<file path="config.mk">
export PLATFORM = sky130hd
export DESIGN_NAME = iiitb_icg_ctrl
export DESIGN_NICKNAME = d
export VERILOG_FILES = /design/src/rtl/iiitb_icg_ctrl_pkg.sv /design/src/rtl/iiitb_icg_cell.sv /design/src/rtl/iiitb_icg_ctrl.sv
export SDC_FILE = /design/constraint.sdc
export NUM_CORES = 1
export LEC_CHECK = 0
export CORE_AREA = 2 2 101 103
export DETAILED_ROUTE_END_ITERATION = 6
export DIE_AREA = 0 0 103 105
export SLEW_MARGIN = 15
export SYNTH_ARGS = -nofsm -noshare
export SYNTH_HDL_FRONTEND = slang
export SYNTH_HIERARCHICAL = 1
export SYNTH_SLANG_ARGS = --single-unit
</file>
<file path="constraint.sdc">
create_clock -name clk -period 6.1 [get_ports clk]
set_clock_uncertainty 0.05 [all_clocks]
set_input_delay 0.61 -clock clk [delete_from_list [all_inputs] [get_ports clk]]
set_output_delay 0.61 -clock clk [all_outputs]
set_load 0.1 [all_outputs]
</file>
<file path="src/rtl/iiitb_icg_ctrl_pkg.sv">
// iiitb_icg_ctrl_pkg: shared channel state encoding and default sizing for the gating controller
package iiitb_icg_ctrl_pkg;
  typedef enum logic [1:0] {RUN = 2'b00, GATED = 2'b01, WAKE = 2'b10} state_e;
  localparam int DEF_N_CH = 4;
  localparam int DEF_IDLE_W = 8;
  localparam int DEF_WAKE_CYC = 2;
  localparam int DEF_EVT_W = 16;
endpackage

</file>
<file path="src/rtl/iiitb_icg_cell.sv">
// iiitb_icg_cell: glitch-free latch-based clock gate; reset opens the gate so clocks run out of reset
module iiitb_icg_cell (
  input  logic clk,
  input  logic rst_n,
  input  logic en,
  output logic gclk
);
  logic en_q;
  always_latch
    if (!rst_n) en_q <= 1'b1;
    else if (!clk) en_q <= en;
  assign gclk = clk & en_q;
endmodule

</file>
<file path="src/rtl/iiitb_icg_ctrl.sv">
// iiitb_icg_ctrl: per-channel idle-timeout clock gating with timed wake and saturating gate-event count
module iiitb_icg_ctrl
  import iiitb_icg_ctrl_pkg::*;
#(
  parameter int N_CH     = DEF_N_CH,
  parameter int IDLE_W   = DEF_IDLE_W,
  parameter int WAKE_CYC = DEF_WAKE_CYC,
  parameter int EVT_W    = DEF_EVT_W
) (
  input  logic              clk,
  input  logic              rst_n,
  input  logic [N_CH-1:0]   busy,
  input  logic [N_CH-1:0]   force_on,
  input  logic [IDLE_W-1:0] idle_thr,
  output logic [N_CH-1:0]   gclk,
  output logic [N_CH-1:0]   ch_en,
  output logic [N_CH-1:0]   ch_rdy,
  output logic              all_gated,
  output logic [EVT_W-1:0]  gate_evt
);
  localparam int WCW = (WAKE_CYC > 1) ? $clog2(WAKE_CYC) : 1;
  localparam int SW = EVT_W + $clog2(N_CH + 1);
  localparam logic [EVT_W-1:0] EVT_MAX = '1;
  state_e            state_q [N_CH];
  state_e            state_d [N_CH];
  logic [IDLE_W-1:0] cnt_q [N_CH];
  logic [IDLE_W-1:0] cnt_d [N_CH];
  logic [WCW-1:0]    wcnt_q [N_CH];
  logic [WCW-1:0]    wcnt_d [N_CH];
  logic [N_CH-1:0]   act, enter_g, ch_en_d, ch_en_q, ch_rdy_d, ch_rdy_q;
  logic              all_gated_q;
  logic [EVT_W-1:0]  gate_evt_d, gate_evt_q;
  logic [SW-1:0]     evt_sum;
  assign act = busy | force_on;
  always_comb begin
    evt_sum = SW'(gate_evt_q);
    for (int i = 0; i < N_CH; i++) begin
      state_d[i] = state_q[i];
      cnt_d[i] = cnt_q[i];
      wcnt_d[i] = wcnt_q[i];
      enter_g[i] = 1'b0;
      case (state_q[i])
        RUN:
          if (act[i] || idle_thr == '0) cnt_d[i] = '0;
          else if ({1'b0, cnt_q[i]} + 1'b1 >= {1'b0, idle_thr}) begin
            state_d[i] = GATED;
            cnt_d[i] = '0;
            enter_g[i] = 1'b1;
          end else cnt_d[i] = (&cnt_q[i]) ? cnt_q[i] : cnt_q[i] + 1'b1;
        GATED:
          if (act[i]) begin
            state_d[i] = (WAKE_CYC == 0) ? RUN : WAKE;
            wcnt_d[i] = WCW'(WAKE_CYC - 1);
          end
        WAKE:
          if (wcnt_q[i] == '0) state_d[i] = RUN;
          else wcnt_d[i] = wcnt_q[i] - 1'b1;
        default: state_d[i] = RUN;
      endcase
      ch_en_d[i] = state_d[i] != GATED;
      ch_rdy_d[i] = state_d[i] == RUN;
      evt_sum = evt_sum + SW'(enter_g[i]);
    end
    gate_evt_d = (evt_sum > SW'(EVT_MAX)) ? EVT_MAX : evt_sum[EVT_W-1:0];
  end
  always_ff @(posedge clk or negedge rst_n)
    if (!rst_n) begin
      for (int i = 0; i < N_CH; i++) begin
        state_q[i] <= RUN;
        cnt_q[i] <= '0;
        wcnt_q[i] <= '0;
      end
      ch_en_q <= '1;
      ch_rdy_q <= '1;
      all_gated_q <= 1'b0;
      gate_evt_q <= '0;
    end else begin
      for (int i = 0; i < N_CH; i++) begin
        state_q[i] <= state_d[i];
        cnt_q[i] <= cnt_d[i];
        wcnt_q[i] <= wcnt_d[i];
      end
      ch_en_q <= ch_en_d;
      ch_rdy_q <= ch_rdy_d;
      all_gated_q <= ~|ch_en_d;
      gate_evt_q <= gate_evt_d;
    end
  assign ch_en = ch_en_q;
  assign ch_rdy = ch_rdy_q;
  assign all_gated = all_gated_q;
  assign gate_evt = gate_evt_q;
  for (genvar g = 0; g < N_CH; g++) begin : g_cell
    iiitb_icg_cell u_cell (.clk(clk), .rst_n(rst_n), .en(ch_en_q[g]), .gclk(gclk[g]));
  end
endmodule

</file>
==> results_dict.tcl <==
set metrics [dict create \
    reg2reg_setup_slack_ns 1.08 \
    hold_viol 0 \
    power.density_cell_area_nw_per_um2 299 \
    syn_nets 491 \
    post_cts_buffers 0 \
    crit_fanout 1 \
    io_pins 47 \
    hp-class "reg -> reg" \
    synthTopCellsByArea "dfrtp_1, ha_1, dfstp_2" \
    crit_type "latch -> out" \
    max_slew_margin 0.329 \
    place_hpwl_um 6830 \
    yosysTopAreaCell "dfrtp_1" \
    clk_pin_slew_ns 0.08 \
    worst_slew_pin_slew_ns 1.00 \
    timing.rr.end "gate_evt[12]" \
    drv_slew 0 \
    clockPowerShare 0.536 \
    r2r_cells 20 \
    grt_pass1_wl_um 16300 \
    drv_cap 0 \
    peakVddDrop_mv 0.345 \
    required_ns 5.44 \
    leakage_nw 2.56 \
    r2r-start "cnt_q[10]" \
    n_fill_cell 907 \
    internal_power_mw 0.928 \
    pwr-share-comb 0.135 \
    cts_tree "done" \
    first_pass_iters 4 \
    drtIter0Drc 72 \
    gp_congestion 0.830 \
    antenna_found_initial 0 \
    via_count 3320 \
    grt_use_total 0.195 \
    finalSetupTns_ns 0 \
    die-area_um2 10800 \
    postSynthAreaPerCell_um2 9.75 \
    outcome "finished clean" \
    endpoint "gclk[3]" \
    synth_cells 433 \
    synth_common_cells "dfrtp_1, nand2_1, ha_1" \
    synth-main-ff-cell "dfrtp_1" \
    diodes 0 \
    synth-seq-cells 73 \
    p_total_mw 1.55 \
    nets 553 \
    crit_arrival_ns 5.03 \
    yosysMostFrequentCell "dfrtp_1" \
    cp-startpoint "g_cell[3].u_cell/en_q" \
    area_growth_pct 22.4 \
    multi_input_area_um2 2300 \
    wl_um 9540 \
    grt_max_degree 49 \
    ys_warn_count 6 \
    start_util 0.438 \
    regArea_um2 1800 \
    port_buffers 46 \
    drcViolationCount 0 \
    timing.hold.ws_ns 0.434 \
    clock_latency_ns 0.46 \
    ant_nets 0 \
    wl_per_cell_um 15.1 \
    overflow 0 \
    rsz0062_at_grt "no" \
    viasPerCell 5.24 \
    grt_pass1_vias 3425 \
    end_kind "primary output" \
    critPathLaunchType "latch" \
    dieWidth_um 103 \
    synth-edff-count 0 \
    power_frac_seq 0.329 \
    p_sw_mw 0.618 \
    drive_above_1_share 0.0840 \
    coreArea_um2 9640 \
    yosysTopAreaCellShare 0.362 \
    switching_share 0.400 \
    rows 36 \
    synth_cell_types 52 \
    async_reset_ff_frac 0.945 \
    syn_area_um2 4220 \
    die_h_um 105 \
    setup_viol 0 \
]
==> through the flow <==
step / util / setup slack, ns / std cells / cell area [um2]
finish: 0.536 / 0.412 / 633 / 5160
global route: 0.536 / 0.344 / 633 / 5160
CTS: 0.536 / 0.378 / 633 / 5160
detailed placement: 0.499 / 0.878 / 607 / 4810
global placement: 0.499 / 0.885 / 607 / 4810
floorplan: - / 1.36 / 433 / 4220
==> metal layers <==
metal	up-vias	GRT usage	wire (um)	share of wire
met1	1570	0.258	4460	0.47
met4	0	0.0836	172	0.018
met3	17	0.0602	447	0.047
met2	78	0.291	4470	0.47
li1	1655	-	-	-
met5	-	0	0	0
==> power by group through the flow <==
| stage | clock network (mW) | registers [mW] | logic (mW) |
|---|---|---|---|
| 2_1_floorplan | 0.230 | 0.593 | 0.0629 |
| 3_3_place_gp | 0.280 | 0.516 | 0.205 |
| 3_5_place_dp | 0.280 | 0.518 | 0.208 |
| 4_1_cts | 0.849 | 0.508 | 0.212 |
| 5_1_grt | 0.876 | 0.512 | 0.230 |
| 6_report | 0.828 | 0.508 | 0.209 |
==> worst min-delay path by stage <==
stage,start,endpoint,slack [ns],cells past startpoint
6_report,wcnt_q[0],wcnt_q[0],0.43,1
5_1_grt,wcnt_q[0],wcnt_q[0],0.47,1
4_1_cts,wcnt_q[0],wcnt_q[0],0.44,1
3_5_place_dp,rst_n,clock gate,-2.14,1
3_3_place_gp,rst_n,clock gate,-2.14,1
2_1_floorplan,rst_n,clock gate,-2.49,0
==> layout by cell type, fill, tap and decap left out, types with 11 or more instances in the layout <==
cell type,instances
clkbuf_8,15
nor2_1,17
a21o_1,12
inv_1,22
xnor2_1,23
ha_1,37
clkdlybuf4s50_1,45
dfrtp_1,61
nand2b_1,20
nand2_1,53
o21ai_0,15
a21oi_1,17
and3_1,11
nand3_1,19
xor2_1,11
==> area by class of cell <==
class	count	area share
well taps	133	0.0322
multi-input cells	330	0.445
clock buffers	19	0.0477
inverters	24	0.0174
flip-flops and latches	73	0.348
repair buffers	48	0.0921
clock inverters	6	0.0182
==> sequential cells by signal (all words and copies together) (netlist names) <==
register,cells
ch_en,4
ch_rdy,4
all_gated,1
cnt_q,32
g_cell.u_cell/en_q,4
state_q,8
gate_evt,16
wcnt_q,4
==> critical path, cell delays in order (launching register included) <==
cell             delay [ns]
dlxtp_1                0.30
and2_1                 0.11
clkdlybuf4s50_1        1.13
==> logic make-up after synthesis <==
group | Yosys count | share of synthesized area
AO/OA/AOI/OAI | 81 | 0.127
XOR/XNOR | 34 | 0.0706
adder cells (fa/ha/maj) | 40 | 0.124
buffers and inverters | 30 | 0.0302
flip-flops | 69 | 0.412
latches | 4 | 0.0142
multiplexers | 1 | 0.00267
AND/OR/NAND/NOR | 174 | 0.220
==> repair_timing <==
action / 4_1_cts / 5_1_grt
hold endpoints to repair: 4 / 0
gates resized for setup: 0 / 0
hold buffers: 5 / 0
Note: power is estimated with default switching activity, not from simulation.
